<file path="config.mk">
export PLATFORM = sky130hd
export DESIGN_NAME = rv_multicycle_ctrl
export DESIGN_NICKNAME = d
export VERILOG_FILES = /design/src/rtl/rv_multicycle_ctrl.sv
export SDC_FILE = /design/constraint.sdc
export NUM_CORES = 1
export LEC_CHECK = 0
export CORE_MARGIN = 2
export CORE_UTILIZATION = 48
export CTS_CLUSTER_SIZE = 10
export DETAILED_ROUTE_END_ITERATION = 8
export PLACE_DENSITY = 0.8
export SLEW_MARGIN = 0
export SYNTH_ARGS = -nofsm -noshare
export SYNTH_HDL_FRONTEND = slang
export SYNTH_SLANG_ARGS = --single-unit
</file>
<file path="constraint.sdc">
create_clock -name clk -period 2.5 [get_ports clk]
set_clock_uncertainty 0.2 [all_clocks]
set_input_delay 0.25 -clock clk [delete_from_list [all_inputs] [get_ports clk]]
set_output_delay 0.25 -clock clk [all_outputs]
set_load 0.01 [all_outputs]
</file>
<file path="src/rtl/rv_multicycle_ctrl.sv">
// Multicycle control FSM for the WJBOT RISC-V core with memory handshake, timeout and trap states.
// Define WJBOT_UPPER_JUMP_EN to sequence lui/auipc/jalr; without it those opcodes trap as illegal.
module rv_multicycle_ctrl #(
    parameter int CNT_W   = 32,
    parameter int TIMEOUT = 15
) (
    input  logic             clk,
    input  logic             reset,
    input  logic [6:0]       op,
    input  logic [2:0]       funct3,
    input  logic             zero,
    input  logic             lt,
    input  logic             ltu,
    input  logic             mem_ready,
    output logic             mem_req,
    output logic             mem_write,
    output logic             adr_src,
    output logic             ir_write,
    output logic             pc_write,
    output logic             reg_write,
    output logic [1:0]       result_src,
    output logic [1:0]       alu_src_a,
    output logic [1:0]       alu_src_b,
    output logic [1:0]       alu_op,
    output logic [2:0]       imm_src,
    output logic             illegal,
    output logic             bus_err,
    output logic [CNT_W-1:0] instret
);
    localparam logic [6:0] OP_R     = 7'b0110011;
    localparam logic [6:0] OP_I     = 7'b0010011;
    localparam logic [6:0] OP_LW    = 7'b0000011;
    localparam logic [6:0] OP_SW    = 7'b0100011;
    localparam logic [6:0] OP_BR    = 7'b1100011;
    localparam logic [6:0] OP_JAL   = 7'b1101111;
    localparam logic [6:0] OP_JALR  = 7'b1100111;
    localparam logic [6:0] OP_LUI   = 7'b0110111;
    localparam logic [6:0] OP_AUIPC = 7'b0010111;

    localparam int                WAIT_W    = (TIMEOUT > 1) ? $clog2(TIMEOUT + 1) : 1;
    localparam logic [WAIT_W-1:0] WAIT_LAST = WAIT_W'(TIMEOUT - 1);
    localparam bit                TO_EN     = (TIMEOUT != 0);

    typedef enum logic [4:0] {
        S_FETCH    = 5'd0,
        S_DECODE   = 5'd1,
        S_MEMADR   = 5'd2,
        S_MEMREAD  = 5'd3,
        S_MEMWB    = 5'd4,
        S_MEMWRITE = 5'd5,
        S_EXECR    = 5'd6,
        S_EXECI    = 5'd7,
        S_ALUWB    = 5'd8,
        S_BRANCH   = 5'd9,
        S_JAL      = 5'd10,
        S_LUI      = 5'd11,
        S_AUIPC    = 5'd12,
        S_JALR1    = 5'd13,
        S_JALR2    = 5'd14,
        S_ILLEGAL  = 5'd15,
        S_BUSERR   = 5'd16
    } state_t;

    state_t            state_r;
    state_t            state_next;
    logic [WAIT_W-1:0] wait_cnt_r;
    logic              wait_active;
    logic              timeout_hit;
    logic              retire;

    function automatic logic branch_taken(input logic [2:0] f3, input logic z,
                                          input logic slt, input logic sltu);
        logic t;
        case (f3)
            3'b000:  t = z;
            3'b001:  t = ~z;
            3'b100:  t = slt;
            3'b101:  t = ~slt;
            3'b110:  t = sltu;
            3'b111:  t = ~sltu;
            default: t = 1'b0;
        endcase
        return t;
    endfunction

    assign timeout_hit = TO_EN && (wait_cnt_r == WAIT_LAST);
    assign illegal     = (state_r == S_ILLEGAL);
    assign bus_err     = (state_r == S_BUSERR);

    // State register.
    always_ff @(posedge clk or posedge reset) begin
        if (reset) begin
            state_r <= S_FETCH;
        end else begin
            state_r <= state_next;
        end
    end

    // Memory wait counter: counts consecutive unready cycles within one waiting state.
    always_ff @(posedge clk or posedge reset) begin
        if (reset) begin
            wait_cnt_r <= {WAIT_W{1'b0}};
        end else if (wait_active && !mem_ready && (state_next == state_r)) begin
            wait_cnt_r <= wait_cnt_r + WAIT_W'(1);
        end else begin
            wait_cnt_r <= {WAIT_W{1'b0}};
        end
    end

    // Retired-instruction counter, wraps naturally.
    always_ff @(posedge clk or posedge reset) begin
        if (reset) begin
            instret <= {CNT_W{1'b0}};
        end else if (retire) begin
            instret <= instret + CNT_W'(1);
        end else begin
            instret <= instret;
        end
    end

    // Immediate format select straight from the opcode.
    always_comb begin
        case (op)
            OP_SW:            imm_src = 3'b001;
            OP_BR:            imm_src = 3'b010;
            OP_JAL:           imm_src = 3'b011;
            OP_LUI, OP_AUIPC: imm_src = 3'b100;
            default:          imm_src = 3'b000;
        endcase
    end

    // Next-state and strobe decode.
    always_comb begin
        state_next  = state_r;
        mem_req     = 1'b0;
        mem_write   = 1'b0;
        adr_src     = 1'b0;
        ir_write    = 1'b0;
        pc_write    = 1'b0;
        reg_write   = 1'b0;
        result_src  = 2'b00;
        alu_src_a   = 2'b00;
        alu_src_b   = 2'b00;
        alu_op      = 2'b00;
        wait_active = 1'b0;
        retire      = 1'b0;
        case (state_r)
            S_FETCH: begin
                mem_req     = 1'b1;
                alu_src_b   = 2'b10;
                result_src  = 2'b10;
                wait_active = 1'b1;
                if (mem_ready) begin
                    ir_write   = 1'b1;
                    pc_write   = 1'b1;
                    state_next = S_DECODE;
                end else if (timeout_hit) begin
                    state_next = S_BUSERR;
                end else begin
                    state_next = S_FETCH;
                end
            end
            S_DECODE: begin
                alu_src_a = 2'b01;
                alu_src_b = 2'b01;
                case (op)
                    OP_LW, OP_SW: state_next = S_MEMADR;
                    OP_R:         state_next = S_EXECR;
                    OP_I:         state_next = S_EXECI;
                    OP_BR: begin
                        if (funct3[2:1] == 2'b01) begin
                            state_next = S_ILLEGAL;
                        end else begin
                            state_next = S_BRANCH;
                        end
                    end
                    OP_JAL:       state_next = S_JAL;
`ifdef WJBOT_UPPER_JUMP_EN
                    OP_JALR:      state_next = S_JALR1;
                    OP_LUI:       state_next = S_LUI;
                    OP_AUIPC:     state_next = S_AUIPC;
`endif
                    default:      state_next = S_ILLEGAL;
                endcase
            end
            S_MEMADR: begin
                alu_src_a = 2'b10;
                alu_src_b = 2'b01;
                if (op == OP_LW) begin
                    state_next = S_MEMREAD;
                end else begin
                    state_next = S_MEMWRITE;
                end
            end
            S_MEMREAD: begin
                mem_req     = 1'b1;
                adr_src     = 1'b1;
                wait_active = 1'b1;
                if (mem_ready) begin
                    state_next = S_MEMWB;
                end else if (timeout_hit) begin
                    state_next = S_BUSERR;
                end else begin
                    state_next = S_MEMREAD;
                end
            end
            S_MEMWB: begin
                result_src = 2'b01;
                reg_write  = 1'b1;
                retire     = 1'b1;
                state_next = S_FETCH;
            end
            S_MEMWRITE: begin
                mem_req     = 1'b1;
                mem_write   = 1'b1;
                adr_src     = 1'b1;
                wait_active = 1'b1;
                if (mem_ready) begin
                    retire     = 1'b1;
                    state_next = S_FETCH;
                end else if (timeout_hit) begin
                    state_next = S_BUSERR;
                end else begin
                    state_next = S_MEMWRITE;
                end
            end
            S_EXECR: begin
                alu_src_a  = 2'b10;
                alu_op     = 2'b10;
                state_next = S_ALUWB;
            end
            S_EXECI: begin
                alu_src_a  = 2'b10;
                alu_src_b  = 2'b01;
                alu_op     = 2'b10;
                state_next = S_ALUWB;
            end
            S_ALUWB: begin
                reg_write  = 1'b1;
                retire     = 1'b1;
                state_next = S_FETCH;
            end
            S_BRANCH: begin
                alu_src_a  = 2'b10;
                alu_op     = 2'b01;
                pc_write   = branch_taken(funct3, zero, lt, ltu);
                retire     = 1'b1;
                state_next = S_FETCH;
            end
            S_JAL: begin
                alu_src_a  = 2'b01;
                alu_src_b  = 2'b10;
                pc_write   = 1'b1;
                state_next = S_ALUWB;
            end
`ifdef WJBOT_UPPER_JUMP_EN
            S_LUI: begin
                alu_src_a  = 2'b11;
                alu_src_b  = 2'b01;
                state_next = S_ALUWB;
            end
            S_AUIPC: begin
                alu_src_a  = 2'b01;
                alu_src_b  = 2'b01;
                state_next = S_ALUWB;
            end
            S_JALR1: begin
                alu_src_a  = 2'b10;
                alu_src_b  = 2'b01;
                state_next = S_JALR2;
            end
            S_JALR2: begin
                alu_src_a  = 2'b01;
                alu_src_b  = 2'b10;
                pc_write   = 1'b1;
                state_next = S_ALUWB;
            end
`endif
            S_ILLEGAL: state_next = S_ILLEGAL;
            S_BUSERR:  state_next = S_BUSERR;
            default:   state_next = S_ILLEGAL;
        endcase
    end
endmodule

</file>
== Word level (Yosys, flattened, before mapping) ==
Cells that the tools add are included.

* Flip-flop bits (word level): 41

* Muxes and demuxes: 25
* Eq/ne operators: 28
* Add/sub/neg operators: 2
* Bitwise logic cells: 3
* Reductions and logical operators: 17

{| class="wikitable"
|+ Operators by type and width
! operator !! number
|-
| $pmux W5 S8 || 1
|-
| $add A32 B1 Y32 const B || 1
|-
| $mux W5 || 6
|-
| $eq A7 B6 Y1 const B || 3
|-
| $eq A5 B3 Y1 const B || 4
|-
| $eq A5 B4 Y1 const B || 4
|-
| $pmux W4 S5 || 1
|-
| $pmux W2 S2 || 4
|-
| $eq A7 B5 Y1 const B || 2
|-
| $eq A7 B7 Y1 const B || 2
|-
| $reduce_or A2 Y1 || 7
|-
| $eq A3 B3 Y1 const B || 4
|-
| $pmux W3 S4 || 1
|-
| $reduce_or A3 Y1 || 4
|-
| $eq A5 B2 Y1 const B || 2
|-
| $eq A7 B2 Y1 const B || 1
|-
| $mux W1 || 6
|-
| $mux W3 || 2
|-
| $pmux W1 S6 || 1
|-
| $eq A5 B1 Y1 const B || 1
|-
| $eq A5 B5 Y1 || 1
|-
| $eq A5 B5 Y1 const B || 1
|-
| $logic_not A5 Y1 || 1
|-
| $add A4 B1 Y4 const B || 1
|-
| 11 further kinds || 14
|}

== Longest topological paths before layout ==
Gate-level depths: netlist of run 1.

* Word-level depth: 7
* Depth in mapped cells: 7

== Worst setup path after synthesis of run 1 ==
OpenSTA, ideal clock, no wires.

* Path type: register to output
* Start: register state_r[1]
* End: output port alu_src_a[1]
* Cell stages (with the launch flop): 6
* Setup slack: 467 ps
* Arrival: 1583 ps
* Path buffers: 2
* Required time: 2050 ps
* Path through: dfrtp_1 clkbuf_1 clkbuf_1 or2_2 nor3_1 a211o_1

* Longest elaborated chain between the ends: 3
* Elaborated cells on any way between the ends: 9

{| class="wikitable"
|+ RTL lines
! element !! line !! text
|-
| start, declared || 64 || <nowiki>state_t state_r;</nowiki>
|-
| start signal, assigned || 95 || <nowiki>state_r <= state_next;</nowiki>
|-
| $eq A5 B4 Y1 (tied with other cells) || 147 || <nowiki>case (state_r)</nowiki>
|-
| $reduce_or A4 Y1 (no line) or $reduce_or A2 Y1 (tied branches) || - ||
|-
| $pmux W2 S2 * || 147 ||
|-
| end, declared || 22 || <nowiki>output logic [1:0] alu_src_a,</nowiki>
|}

Mark *: on every way between the ends. The rest lies on a longest branch, timed or not.

== Worst setup path after layout of run 1 ==
* Start: input port op[1]
* End: output port imm_src[0]

* Longest elaborated chain between the ends: 3
* Elaborated cells on any way between the ends: 7

{| class="wikitable"
|+ RTL lines
! element !! line !! text
|-
| start, declared || 9 || <nowiki>input logic [6:0] op,</nowiki>
|-
| $eq A7 B6 Y1 or $eq A7 B5 Y1 (tied branches) || 123 || <nowiki>case (op)</nowiki>
|-
| $reduce_or A2 Y1 || 123 ||
|-
| $pmux W3 S4 * || 123 ||
|-
| end, declared || 25 || <nowiki>output logic [2:0] imm_src,</nowiki>
|}

Marks and branches as above.

==> summary.md, run 1 <==
| Metric | Value |
|---|---|
| Status | `complete, no violations` |
| Worst path required time | `2.05 ns` |
| Reg2reg start | `state_r[3]$_DFF_PP0_` |
| Max Slew Vio Count | `0` |
| EDFF count, synth | `0` |
| Vias per cell | `5.27` |
| Sequential-to-total area share from yosys stat | `42.6%` |
| Mapped Cells | `263` |
| Seq. cell area | `0.00103 mm2` |
| Rows | `25` |
| Most frequent cells in the layout | `clkdlybuf4s50_1 (63), dfrtp_1 (36), nor2_1 (30), nand2_1 (22), xnor2_1 (20)` |
| Crit start category | `primary input` |
| First-pass GRT wire length | `9.18 mm` |
| Hold slack | `0.179 ns` |
| Multi-input gate area | `0.00131 mm2` |
| Maximum fanout along the worst path | `4` |
| Routed WL | `5.46 mm` |
| Die ar. | `0.00560 mm2` |
| Final hold violation count | `0` |
| Root Driver | `clkbuf_8` |
| Critical R2R Capture | `instret[24]$_DFFE_PP0P_` |
| Hold Path Class | `primary input to asynchronous set/reset pin` |
| Layout cells sized above 1 | `12.0%` |
| Clock Path Buffers | `2` |
| Antenna viol nets, final | `0` |
| Period utilization | `97.8%` |
| Syn avg cell area | `9.16 um2` |
| Final core utilization | `69.5%` |
| Total chip power | `0.00251 W` |
| Clock sinks | `41` |
| Slew headroom | `56.8%` |
| Initial antenna violation count | `0` |
| FMAX | `409 MHz` |
| Min cycle time layout | `2.44 ns` |
| Worst reg-to-reg setup slack | `0.49 ns` |
| Initial Util | `50.3%` |
| Wirelength per Cell | `13.4 um` |
| P_leak | `1.51 nW` |
| Final setup fails | `0` |
| N_diodes | `0` |
| Grt ovf | `0` |
| Most common cell after layout, fill and taps aside | `clkdlybuf4s50_1` |
| Max H-tree Level | `2` |
| Actual slew at the worst max-slew pin | `0.632 ns` |
| Synth Warn # | `0` |
| Synthesized netlist net count | `282` |
| Nets | `360` |
| Core area | `0.00479 mm2` |
| CP Capture Type | `output pin` |
| Fillers | `381` |
| Reg2reg path depth | `7` |
| Die Ht | `74.8 um` |
| CTS tree | `yes` |
| Pre-CTS setup slack | `0.00555 ns` |
| IO Pins | `67` |
| Prevailing post-synth register cell | `dfrtp_1` |
| CTS buffer count | `5` |
| Netlist cell types | `46` |
| Power Dens Cells | `755 mW/mm2` |
| Area growth from synthesis to layout | `38.1%` |
| Setup TNS | `0 ns` |
| Setup Buffers After CTS | `0` |
| Vias | `2152` |
| GRT Util Overall | `21.0%` |
| IO buf count | `66` |
| Vias in the first global route | `1991` |
| Worst setup margin | `0.0550 ns` |
| Asr flop ratio synth | `100%` |
| First-pass detailed-route iteration total | `4` |
| DRC violations left | `0` |
| Chip width | `74.8 um` |
| Hpwl dp | `4.13 mm` |
| Gp weighted congestion | `0.887` |
| Worst skew pair latency | `0.29 ns` |
| RSZ-0062 raised after global routing | `true` |
| Pin count of the biggest net entering global routing | `42` |
| Crit path DAT | `1.99 ns` |
| Syn Std Cell Area | `0.00241 mm2` |
| Yosys reg bits | `41` |
| MaxCap Viol Count | `0` |
| Clock-pin slew on the worst setup and hold paths | `0.07 ns` |
| VDD IR-drop max | `0.563 mV` |
| Iter 0 DRT Violations | `115` |
| Critical path class | `primary input to output pin` |
cell type report:
type	count	share of cell area [%]
Sequential cell	41	31.0
Multi-Input combinational cell	201	39.4
Timing Repair Buffer	80	23.1
Clock buffer	7	2.59
Tap cell	67	2.52
Inverter	12	1.35
Yosys cell counts, types with 4 or more instances:
master,n,area (um2)
nor3_1,8,40.0
nand3_1,19,95.1
nor4_1,5,31.3
o21ai_0,5,25.0
nor2b_1,6,37.5
nand4_1,12,75.1
inv_1,12,45.0
dfrtp_1,41,1030
xnor2_1,20,175
nand2_1,22,82.6
nor2_1,30,113
a21oi_1,6,30.0
and3_1,4,25.0
xor2_1,19,166
clkbuf_1,6,22.5
registers in the layout, summed over array words and instances, names as in the netlist:
name,cells
state_r,5
instret,32
wait_cnt_r,4
layer usage:
layer,global-route usage (%),routed length (um),up-vias
li1,-,-,1071
met1,28.9,2500,1036
met2,33.8,2720,39
met3,4.42,186,6
met4,5.56,58,0
met5,0,0,-
critical path, stage by stage:
cell,delay (ns)
clkdlybuf4s50_1,0.47
nand2_1,0.09
or4_1,0.44
a21oi_1,0.18
clkdlybuf4s50_1,0.56
repair_timing:
item	in CTS	in global routing
hold buffers	0	0
gates resized for setup	2	9
setup endpoints to repair	3	9
kinds of logic after synthesis:
| family | count (synthesis) | synth area share (%) |
|---|---|---|
| simple gates | 131 | 29.6 |
| flops | 41 | 42.6 |
| xor+xnor | 39 | 14.2 |
| compound gates | 25 | 7.33 |
| buf+inv | 21 | 3.43 |
| mux | 3 | 1.30 |
| fa+ha+maj | 3 | 1.56 |
worst max path at each step:
stage / to / start / slack (ns) / cells past startpoint
floorplan: alu_src_a[1] / state_r[1]$_DFF_PP0_ / 0.47 / 5
global placement: pc_write / funct3[2] / 0.06 / 7
detailed placement: state_r[3]$_DFF_PP0_ / op[1] / 0.006 / 6
CTS: reg_write / state_r[3]$_DFF_PP0_ / 0.002 / 4
global route: ir_write / state_r[4]$_DFF_PP0_ / -0.02 / 5
finish: imm_src[0] / op[1] / 0.06 / 5
per-stage QoR:
step	std cells	instance area, um2
floorplan	263	2410
global placement	401	3220
detailed placement	401	3220
CTS	408	3310
global route	408	3330
finish	408	3330
where the power goes:
part	total, W	leakage [nW]	switching [W]	internal (W)
combinational	0.00118	0.939	0.000569	0.000608
clock	0.000427	0.0443	0.000208	0.000219
sequential	0.000909	0.527	0.000155	0.000754
Power figures use the tool's default switching activity.
==> inputs of run 2 (changes only) <==
Clock period 2.5 ns to 2.3 ns, I/O delays scaled along.
==> summary.md, run 2 (same netlist as run 1, synthesis figures left out) <==
| Metric | Value |
|---|---|
| Vias per cell | `5.42` |
| Post-Layout Inst Area | `0.00350 mm2` |
| Max Slew Vio Count | `0` |
| N_diodes | `0` |
| Rows | `25` |
| Pre-CTS setup slack | `-0.115 ns` |
| Maximum fanout along the worst path | `5` |
| Top flop regs | `instret: 32 flops, state_r: 5 flops, wait_cnt_r: 4 flops` |
| Crit start category | `register` |
| Power share of the combinational group | `46.6%` |
| Power Dens Cells | `879 mW/mm2` |
| Root Driver | `clkbuf_8` |
| Period utilization | `97.5%` |
| Area after DPL | `0.00327 mm2` |
| Die ar. | `0.00560 mm2` |
| Nets | `373` |
| Clock Path Buffers | `2` |
| DRC violations left | `0` |
| Critical path class | `register to output pin` |
| Antenna viol nets, final | `0` |
| First-pass GRT wire length | `9.79 mm` |
| Area growth from synthesis to layout | `45.2%` |
| Worst skew pair latency | `0.29 ns` |
| Core area | `0.00479 mm2` |
| Fillers | `357` |
| Vias | `2286` |
| Slew headroom | `66.1%` |
| Final hold violation count | `0` |
| Routed WL | `6.12 mm` |
| Initial antenna violation count | `0` |
| IO buf count | `66` |
| Vias in the first global route | `2160` |
| Gp weighted congestion | `0.861` |
| IO Pins | `67` |
| Worst setup margin | `0.0584 ns` |
| Final setup fails | `0` |
| Status | `complete, no violations` |
| Max stage delay on crit path | `0.46 ns` |
| Chip width | `74.8 um` |
| Cts hold-fix bufs | `0` |
| Hold Path Class | `primary input to asynchronous set/reset pin` |
| First-pass detailed-route iteration total | `4` |
| Switch share | `35.9%` |
| Clock-pin slew on the worst setup and hold paths | `0.08 ns` |
| Ordered cell list for the critical path | `buf_4 > or2_2 > nor3_2 > a211o_1 > dlygate4sd2_1` |
| Multi-input gate area | `0.00134 mm2` |
| Worst path required time | `1.87 ns` |
| Seq. cell area | `0.00103 mm2` |
| Iter 0 DRT Violations | `142` |
| Clock Power Share | `22.0%` |
| Grt ovf | `0` |
| Final core utilization | `73.1%` |
| MaxCap Viol Count | `0` |
| FMAX | `446 MHz` |
| CTS tree | `yes` |
| Die Ht | `74.8 um` |
| Register share of total power | `31.3%` |
| Clock sinks | `41` |
| CTS buffer count | `5` |
| Reported net switching power | `0.00110 W` |
| Most frequent cells in the layout | `clkdlybuf4s50_1 (52), dfrtp_1 (38), nor2_1 (29), buf_4 (25), nand2_1 (22)` |
| Actual slew at the worst max-slew pin | `0.509 ns` |
| Max FFs per register | `32` |
| Hpwl dp | `4.40 mm` |
| CP Buf/Inv Count | `2` |
| GRT Util Overall | `22.7%` |
| Wirelength per Cell | `14.5 um` |
| Min cycle time layout | `2.24 ns` |
| CP Capture Type | `output pin` |
| CP max-delay cell | `dfrtp_2` |
| Most common cell after layout, fill and taps aside | `clkdlybuf4s50_1` |
| Layout cells sized above 1 | `16.1%` |
| Pin count of the biggest net entering global routing | `42` |
| Internal | `0.00197 W` |
| Hold slack | `0.196 ns` |
| Total chip power | `0.00307 W` |
| Largest Register | `instret` |
| Max H-tree Level | `2` |
| Crit path DAT | `1.81 ns` |
| Critical path's top delay family | `simple AND/OR/NAND/NOR gates` |
| VDD IR-drop max | `0.628 mV` |
| Initial Util | `50.3%` |
| P_leak | `1.69 nW` |
[run 2: cell types whose count changed in the layout (fill, tap and decap cells not counted), sizes merged]
cell           previous run  this run
clkdlybuf4s50            63        52
dlymetal6s2s              2         4
bufinv                    0         2
clkinv                    0         1
dlygate4sd2               1        10
buf                      14        27
clkbuf                    7         5
[run 2: layout make-up]
type | instances | share of cell area (%)
Clock buffer | 5 | 1.97
Clock inverter | 3 | 1.86
Inverter | 12 | 1.29
Multi-Input combinational cell | 201 | 38.2
Sequential cell | 41 | 29.4
Tap cell | 67 | 2.40
Timing Repair Buffer | 93 | 24.8
[run 2: stage by stage]
step / cells / TNS, ns
6_report: 422 / 0
3_5_place_dp: 407 / -0.183
4_1_cts: 416 / 0
5_1_grt: 422 / -0.0278
2_1_floorplan: 263 / 0
3_3_place_gp: 407 / -0.104
[run 2: power by group through the flow]
| stage | combinational [W] | clock [W] | sequential, W |
|---|---|---|---|
| after floorplan | 0.000777 | 0 | 0.000919 |
| after global placement | 0.00129 | 0 | 0.000959 |
| after detailed placement | 0.00132 | 0 | 0.000956 |
| after CTS | 0.00131 | 0.000689 | 0.000960 |
| after global routing | 0.00155 | 0.000716 | 0.000981 |
| final | 0.00143 | 0.000678 | 0.000963 |
[run 2: path summary, 6_finish.rpt]
| check | startpoint | end | slack [ns] | cells past startpoint |
|---|---|---|---|---|
| setup reg to reg | state_r[1]$_DFF_PP0_ | instret[14]$_DFFE_PP0P_ | 0.21 | 7 |
| hold / removal | reset | instret[29]$_DFFE_PP0P_ | 0.20 | 3 |
| setup / recovery | state_r[1]$_DFF_PP0_ | alu_src_a[1] | 0.06 | 5 |
| min in group clk | instret[17]$_DFFE_PP0P_ | instret[17]$_DFFE_PP0P_ | 0.29 | 1 |
| hold reg to reg | instret[17]$_DFFE_PP0P_ | instret[17]$_DFFE_PP0P_ | 0.29 | 1 |
| max in group asynchronous | reset | state_r[0]$_DFF_PP0_ | 1.32 | 3 |
[run 2: tightest hold or removal path, stage by stage]
cell             delay, ns
clkdlybuf4s50_1       0.41
inv_1                 0.07
buf_4                 0.43
[run 2: timing repair]
item,4_1_cts,5_1_grt
gates cloned,0,0
gates resized for setup,19,9
endpoints found under the setup margin,16,7
buffers inserted,1,6
[run 2: per-layer routing]
| layer | part of all wire [%] | global-route usage (%) |
|---|---|---|
| met5 | 0 | 0 |
| met4 | 1.4 | 7.54 |
| met3 | 3.9 | 4.15 |
| met2 | 50 | 38.2 |
| met1 | 44 | 29.5 |
==> inputs of run 3 (changes only) <==
Settings changed: PLACE_DENSITY 0.8 to 0.83, SKIP_LAST_GASP from default to 1.
==> summary.md, run 3 (same netlist as run 1, synthesis figures left out) <==
| Metric | Value |
|---|---|
| Largest Register | `instret` |
| Fillers | `337` |
| Layout cells sized above 1 | `15.8%` |
| Gp weighted congestion | `0.921` |
| Final setup fails | `3` |
| Die ar. | `0.00560 mm2` |
| Met3 Wirelength | `244 um` |
| Clock sinks | `41` |
| Slew headroom | `66.4%` |
| Root Driver | `clkbuf_8` |
| CTS buffer count | `5` |
| Initial antenna violation count | `0` |
| Post-Layout Inst Area | `0.00348 mm2` |
| Hpwl dp | `4.60 mm` |
| IO Pins | `67` |
| Max stage delay on crit path | `0.52 ns` |
| Crit start category | `register` |
| Rows | `25` |
| Worst skew pair latency | `0.29 ns` |
| Reported net switching power | `0.00111 W` |
| Max H-tree Level | `2` |
| CP Buf/Inv Count | `3` |
| Power Dens Cells | `867 mW/mm2` |
| Most common cell after layout, fill and taps aside | `clkdlybuf4s50_1` |
| Vias | `2295` |
| Failing checks | `setup timing` |
| Clock Path Buffers | `2` |
| Most frequent cells in the layout | `clkdlybuf4s50_1 (54), dfrtp_1 (39), nor2_1 (29), buf_4 (24), nand2_1 (22)` |
| CP Capture Type | `output pin` |
| Nets | `372` |
| M1 WL | `2.61 mm` |
| Actual slew at the worst max-slew pin | `0.504 ns` |
| Vias per cell | `5.45` |
| Area after DPL | `0.00329 mm2` |
| Max Slew Vio Count | `0` |
| Final std cells w/o fill | `421` |
| Worst path required time | `1.87 ns` |
| Max FFs per register | `32` |
| Clock Power Share | `19.6%` |
| N_diodes | `0` |
| MaxCap Viol Count | `0` |
| Crit path DAT | `1.92 ns` |
| Vias in the first global route | `2217` |
| Pin count of the biggest net entering global routing | `42` |
| Cell count after placement | `410` |
| GRT Util Overall | `23.4%` |
| Clock-pin slew on the worst setup and hold paths | `0.08 ns` |
| Ordered cell list for the critical path | `buf_4 > nor3_4 > and2_4 > nand2_1 > inv_1 > clkdlybuf4s50_1` |
| Antenna viol nets, final | `0` |
| Core area | `0.00479 mm2` |
| CTS tree | `yes` |
| Internal | `0.00191 W` |
| First-pass detailed-route iteration total | `5` |
| Area growth from synthesis to layout | `44.6%` |
| P_leak | `1.66 nW` |
| Uppermost layer routed | `met4` |
| Iter 0 DRT Violations | `137` |
| Die Ht | `74.8 um` |
| Chip width | `74.8 um` |
| DRC violations left | `0` |
| Power share of the combinational group | `48.5%` |
| Setup TNS | `-0.0717 ns` |
| Period utilization | `102%` |
| Status | `complete, but fails checks` |
| Switch share | `36.8%` |
| Grt ovf | `0` |
| Top flop regs | `instret: 32 flops, state_r: 5 flops, wait_cnt_r: 4 flops` |
| Routed WL | `6.15 mm` |
| IO buf count | `66` |
| Register share of total power | `31.9%` |
| FMAX | `426 MHz` |
| Critical path's top delay family | `buffers and inverters` |
| Final hold violation count | `0` |
| RSZ-0062 raised after global routing | `true` |
| VDD IR-drop max | `0.704 mV` |
| Wirelength per Cell | `14.6 um` |
| Hold Path Class | `primary input to asynchronous set/reset pin` |
| Initial Util | `50.3%` |
| Min cycle time layout | `2.35 ns` |
| First-pass GRT wire length | `10.1 mm` |
| CP max-delay cell | `clkdlybuf4s50_1` |
| Maximum fanout along the worst path | `9` |
| Met2 WL | `3.15 mm` |
| Worst setup margin | `-0.0499 ns` |
| Critical path class | `register to output pin` |
[run 3: worst paths after layout]
| kind | endpoint | from | depth (start not counted) | slack [ns] |
|---|---|---|---|---|
| max in group asynchronous | state_r[3]$_DFF_PP0_ | reset | 3 | 1.37 |
| hold / removal | instret[31]$_DFFE_PP0P_ | reset | 3 | 0.16 |
| setup reg to reg | instret[22]$_DFFE_PP0P_ | state_r[0]$_DFF_PP0_ | 8 | 0.22 |
| hold reg to reg | instret[31]$_DFFE_PP0P_ | instret[31]$_DFFE_PP0P_ | 1 | 0.27 |
| min in group clk | instret[31]$_DFFE_PP0P_ | instret[31]$_DFFE_PP0P_ | 1 | 0.27 |
| setup / recovery | ir_write | state_r[0]$_DFF_PP0_ | 6 | -0.05 |
[run 3: per-layer routing]
| layer | GRT usage [%] | up-vias |
|---|---|---|
| met5 | 0 | - |
| met4 | 9.92 | 0 |
| met3 | 3.61 | 14 |
| met2 | 39.6 | 83 |
| met1 | 29.8 | 1105 |
| li1 | - | 1093 |
[run 3: final cells by class]
type	instances	area, um2	share of cell area [%]
Sequential cell	41	1030	29.5
Inverter	12	45.0	1.29
Tap cell	67	83.8	2.41
Multi-Input combinational cell	201	1340	38.5
Clock buffer	7	86.3	2.48
Clock inverter	1	30.0	0.862
Timing Repair Buffer	92	868	24.9
[run 3: tightest hold or removal path, cell delays in order]
cell             delay (ns)
clkdlybuf4s50_1        0.39
inv_1                  0.05
buf_4                  0.43
[run 3: through the flow]
stage               worst slack (ns)  hold WS, ns  total power (W)  utilization, %
floorplan                      0.287        0.234          0.00170               -
global placement             -0.0771        0.256          0.00228            68.7
detailed placement           -0.0959        0.263          0.00231            68.7
CTS                           -0.120        0.169          0.00296            71.9
global route                  -0.133        0.197          0.00320            72.8
finish                       -0.0499        0.157          0.00302            72.8
[run 3: power groups by stage]
stage | Clock [W] | Combinational, W | Sequential, W
after global routing | 0.000631 | 0.00159 | 0.000978
after global placement | 0 | 0.00133 | 0.000953
after CTS | 0.000600 | 0.00141 | 0.000947
final | 0.000591 | 0.00147 | 0.000963
after detailed placement | 0 | 0.00136 | 0.000955
after floorplan | 0 | 0.000777 | 0.000919
[run 3: repair_timing]
| action | in CTS | in global routing |
|---|---|---|
| gates resized for setup | 14 | 13 |
| setup endpoints to repair | 17 | 10 |
| pin swaps | 0 | 1 |
| setup buffers | 2 | 1 |
| hold buffers | 0 | 0 |
| hold endpoints to repair | 0 | 0 |
==> RTL change 1, RTL diff (settings of run 1) <==
Build with the macro `WJBOT_UPPER_JUMP_EN` defined.
--- a/src/rtl/rv_multicycle_ctrl.sv
+++ b/src/rtl/rv_multicycle_ctrl.sv
@@ -2,2 +2,4 @@
 // Define WJBOT_UPPER_JUMP_EN to sequence lui/auipc/jalr; without it those opcodes trap as illegal.
+`define WJBOT_UPPER_JUMP_EN
+
 module rv_multicycle_ctrl #(
Formal check against the unedited RTL: not equivalent (Yosys sat finds a counterexample within 4 cycles, from zero or initial values and one cycle with reset high).
==> RTL change 1 against run 1 <==
Non-clock buffer count up 10; utilization up 0.99 points; final cell count up 9.3%; global-route usage up 2.2 points; sequential cell count unchanged; wire length up 22%; design area up 8.2%; hold slack worse by 0.014 ns; first-iteration DRC count up 25%; setup slack worse by 0.028 ns; area after synthesis up 5.4%.
Power is not compared: it rests on default switching activity, and its combinational part moved more than twofold at a synthesized area within 25%.
==> RTL change 1: results (changes against run 1) <==
\begin{tabular}{lr}
\hline
Metric & Value \\
\hline
\multicolumn{2}{l}{\textbf{Status}} \\
Run status & completed \\
\multicolumn{2}{l}{\textbf{Placement}} \\
Placed cell count & 433 (+8.0\%) \\
Pre-CTS WS & -0.0308 ns (-0.0363 ns) \\
Placement-stage cell area & 3370 um\^{}2 (+4.6\%) \\
Detailed placer's ending HPWL & 4850 um (+17\%) \\
Routability-driven placement congestion ratio & 0.870 (-1.8\%) \\
\multicolumn{2}{l}{\textbf{Route}} \\
Vias per inst & 5.67 (+7.5\%) \\
Count of routing violations after the opening detailed-route iteration & 144 (+25\%) \\
Wire length reported by the detailed router & 6670 um (+22\%) \\
\multicolumn{2}{l}{\textbf{Synth}} \\
Seq/Total Area, Yosys & 40.4\% (-2.2 points) \\
Number of distinct standard cells referenced by the synthesized netlist & 48 (+4.3\%) \\
Leading post-synthesis cells by cell area & sky130\_fd\_sc\_hd\_\_dfrtp\_1 40\%, sky130\_fd\_sc\_hd\_\_xor2\_1 8.6\%, sky130\_fd\_sc\_hd\_\_nor3\_1 4.9\% \\
Post-synthesis compound-gate area fraction & 11.3\% (+4.0 points) \\
Multiplexer share of the synthesized area & 0.838\% (-0.46 points) \\
Post-Synthesis Net Count & 310 (+9.9\%) \\
Xor and xnor fraction of the mapped netlist area & 12.8\% (-1.4 points) \\
Cell count after synthesis & 291 (+11\%) \\
Synth cell count leaders & 41 x sky130\_fd\_sc\_hd\_\_dfrtp\_1, 25 x sky130\_fd\_sc\_hd\_\_nor3\_1, 25 x sky130\_fd\_sc\_hd\_\_xor2\_1, 22 x sky130\_fd\_sc\_hd\_\_nor2\_1, 21 x sky130\_fd\_sc\_hd\_\_nand2\_1 \\
\multicolumn{2}{l}{\textbf{Global route}} \\
Wire length of the first global-routing pass & 11,200 um (+22\%) \\
Number of global-route vias before repair & 2,484 (+25\%) \\
GR Util met1 & 28.2\% (-0.62 points) \\
Met2 track demand over resource in global routing & 39.2\% (+5.4 points) \\
Number of antenna violations at the first check in global routing & 0 (unchanged) \\
Global routing usage on met3 & 5.29\% (+0.88 points) \\
\multicolumn{2}{l}{\textbf{Layout}} \\
Final Non-Filler Cells & 446 (+9.3\%) \\
Number of nets in the layout & 394 (+9.4\%) \\
Share of layout cells above drive strength 1 & 13.3\% (+1.3 points) \\
\multicolumn{2}{l}{\textbf{Worst setup path}} \\
Number of cells on the worst reg-to-reg path & 5 (-2) \\
Start of the worst register-to-register path & state\_r[3]\$\_DFF\_PP0\_ \\
Slack of the worst reg-to-reg path & 0.29 ns (-0.20 ns) \\
Arrival @ worst endpoint & 2.02 ns (+0.03 ns) \\
Crit Path Max Fanout & 7 (+3) \\
Highest cell delay on the worst timing path & 0.53 ns (-0.03 ns) \\
\multicolumn{2}{l}{\textbf{Pwr}} \\
Peak VDD IR & 0.000218 V \\
\multicolumn{2}{l}{\textbf{Timing}} \\
Slew at the pin closest to its max-slew limit & 0.522 ns (-0.110 ns) \\
\multicolumn{2}{l}{\textbf{Die}} \\
Initial standard-cell utilization of the core & 49.7\% (-0.65 points) \\
\hline
\end{tabular}
==> RTL change 1: cell type report <==
cell class / count / area (um^2)
multi-input cells: 216 / 1420
fillers: 392 / 1510
repair buffers: 90 / 852
well taps: 70 / 87.6
clock inverters: 3 / 68.8
flip-flops and latches: 41 / 1030
inverters: 21 / 78.8
clock buffers: 5 / 68.8
==> RTL change 1: worst max path at each step <==
stage / cells after the start / end / slack (ns) / startpoint
final: 4 / reg_write / 0.03 / state_r[3]$_DFF_PP0_
after global routing: 4 / reg_write / -0.03 / state_r[3]$_DFF_PP0_
after CTS: 4 / pc_write / 0.001 / state_r[3]$_DFF_PP0_
after detailed placement: 4 / imm_src[0] / -0.03 / op[3]
after global placement: 4 / imm_src[0] / 0.04 / op[3]
after floorplan: 6 / instret[27]$_DFFE_PP0P_ / 0.51 / instret[6]$_DFFE_PP0P_
==> RTL change 1: logic make-up after synthesis <==
family,after synthesis
AO/OA/AOI/OAI,44
XOR/XNOR,37
adder cells (fa/ha/maj),3
buffers and inverters,34
flip-flops,41
multiplexers,2
AND/OR/NAND/NOR,130
==> RTL change 1: layer usage <==
layer	up-vias	wire (um)
met1	1197	2720
met2	117	3340
li1	1194	-
met3	20	419
met5	-	0
met4	0	186
==> RTL change 1: critical path: cells and delay by family (launching register included) <==
kind,cells,cell delay [ns]
AOI/OAI and AO/OA,1,0.30
buffers and inverters,2,0.69
DFF,1,0.48
and+or+nand+nor,1,0.24
==> RTL change 1: metrics by stage <==
stage / setup TNS, ns / hold slack, ns
floorplan: 0 / 0.150
global placement: 0 / 0.257
detailed placement: -0.0308 / 0.272
CTS: 0 / 0.187
global route: -0.0334 / 0.234
finish: 0 / 0.165
==> RTL change 1: timing repair <==
action | in CTS | in global routing
endpoints found under the setup margin | 7 | 8
resized for setup | 7 | 13
pin swaps | 0 | 0
setup buffers | 3 | 2
==> RTL change 1: report_power, final <==
part | internal (W) | switching [W] | leakage [nW] | total, W
Sequential | 0.000662 | 0 | 0.515 | 0.000662
Combinational | 0.0000379 | 0.0000406 | 1.10 | 0.0000785
Clock | 0.000402 | 0.000246 | 0.0687 | 0.000648
==> RTL change 2, RTL diff (flow settings as in run 1) <==
Without the edit above. Reset style: synchronous (`reset`), changed in 3 clocked blocks.
--- a/src/rtl/rv_multicycle_ctrl.sv
+++ b/src/rtl/rv_multicycle_ctrl.sv
@@ -90,3 +90,3 @@
     // State register.
-    always_ff @(posedge clk or posedge reset) begin
+    always_ff @(posedge clk) begin
         if (reset) begin
@@ -99,3 +99,3 @@
     // Memory wait counter: counts consecutive unready cycles within one waiting state.
-    always_ff @(posedge clk or posedge reset) begin
+    always_ff @(posedge clk) begin
         if (reset) begin
@@ -110,3 +110,3 @@
     // Retired-instruction counter, wraps naturally.
-    always_ff @(posedge clk or posedge reset) begin
+    always_ff @(posedge clk) begin
         if (reset) begin
Check against the original RTL: differs if reset is asserted again (counterexample within 4 cycles, from zero or initial values and one cycle with reset high); with reset held inactive, the same outputs for 10 cycles.
==> RTL change 2 against run 1 <==
Area after synthesis is 1.0% lower; critical path type is now reg -> out; via count is 15% higher; final cell count is 8.1% higher; power is 5.8% lower; clock power is 48% higher; setup slack better by 0.043 ns; wire length is 15% higher; utilization is 0.64 points higher; design area is 0.26% higher; sequential cell count stayed put; die area is 0.99% lower.
==> RTL change 2: results (changes against run 1) <==
\begin{tabular}{lr}
\hline
Metric & Value \\
\hline
\multicolumn{2}{l}{\textbf{Status}} \\
Run status & completed \\
\multicolumn{2}{l}{\textbf{Placement}} \\
Routability-driven placement congestion ratio & 0.888 (+0.19\%) \\
Pre-CTS WS & -0.0393 ns (-0.0448 ns) \\
\multicolumn{2}{l}{\textbf{Synth}} \\
Leading post-synthesis cells by cell area & sky130\_fd\_sc\_hd\_\_dfxtp\_1 34\%, sky130\_fd\_sc\_hd\_\_xnor2\_1 8.8\%, sky130\_fd\_sc\_hd\_\_nor2\_1 7.2\% \\
Seq/Total Area, Yosys & 34.4\% (-8.2 points) \\
Number of distinct standard cells referenced by the synthesized netlist & 47 (+2.2\%) \\
Cell taking the most area after synthesis & sky130\_fd\_sc\_hd\_\_dfxtp\_1 \\
Post-Synthesis Net Count & 318 (+13\%) \\
Cell count after synthesis & 299 (+14\%) \\
Synth cell count leaders & 46 x sky130\_fd\_sc\_hd\_\_nor2\_1, 41 x sky130\_fd\_sc\_hd\_\_dfxtp\_1, 24 x sky130\_fd\_sc\_hd\_\_xnor2\_1, 16 x sky130\_fd\_sc\_hd\_\_nand2\_1 \\
\multicolumn{2}{l}{\textbf{Pwr}} \\
Peak VDD IR & 0.000553 V (-1.7\%) \\
Leakage Power & 1.13 nW (-25\%) \\
\multicolumn{2}{l}{\textbf{Global route}} \\
Tot GR Track Use & 23.0\% (+2.1 points) \\
Number of global-route vias before repair & 2,186 (+9.8\%) \\
\multicolumn{2}{l}{\textbf{Route}} \\
Count of routing violations after the opening detailed-route iteration & 154 (+34\%) \\
Routed length per instance & 14.3 um (+6.7\%) \\
Number of vias after detailed routing & 2,469 (+15\%) \\
\multicolumn{2}{l}{\textbf{Timing}} \\
Worst max-slew margin expressed relative to the limit & 73.4\% (+17 points) \\
Fmax achieved & 416 MHz (+1.8\%) \\
\multicolumn{2}{l}{\textbf{Layout}} \\
Share of layout cells above drive strength 1 & 10.7\% (-1.3 points) \\
\multicolumn{2}{l}{\textbf{Worst setup path}} \\
Highest cell delay on the worst timing path & 0.54 ns (-0.02 ns) \\
Slack of the worst reg-to-reg path & 0.21 ns (-0.28 ns) \\
Arrival @ worst endpoint & 1.95 ns (-0.04 ns) \\
Crit Path Max Fanout & 11 (+7) \\
\multicolumn{2}{l}{\textbf{Clocking}} \\
Count of cells resized by post-cts repair & 3 (+1) \\
\hline
\end{tabular}
RTL change 2: layer usage:
layer  GRT usage (%)  up-vias  part of all wire, %
met4            7.34        0                  1.6
met1            30.0     1166                   45
met2            38.7       69                   49
li1                -     1221                    -
met5               0        -                    0
met3            4.20       13                  4.4
RTL change 2: power by group:
part / switching (W) / internal, W
Combinational: 0.000496 / 0.000481
Sequential: 0.0000593 / 0.000696
Clock: 0.000237 / 0.000397
RTL change 2: cell type report:
class                   instances  area (um^2)  share of cell area, %
flip-flops and latches         41          825                   24.7
clock buffers                   5         68.8                   2.06
multi-input cells             238         1490                   44.6
clock inverters                 3         65.1                   1.95
repair buffers                 83          790                   23.7
well taps                      67         83.8                   2.51
inverters                       4         15.0                  0.450
RTL change 2: logic make-up after synthesis:
family / count (synthesis) / share of synthesized area (%)
simple gates: 163 / 37.5
xor+xnor: 29 / 10.7
compound gates: 40 / 10.8
buf+inv: 20 / 3.78
fa+ha+maj: 3 / 1.57
flops: 41 / 34.4
mux: 3 / 1.26
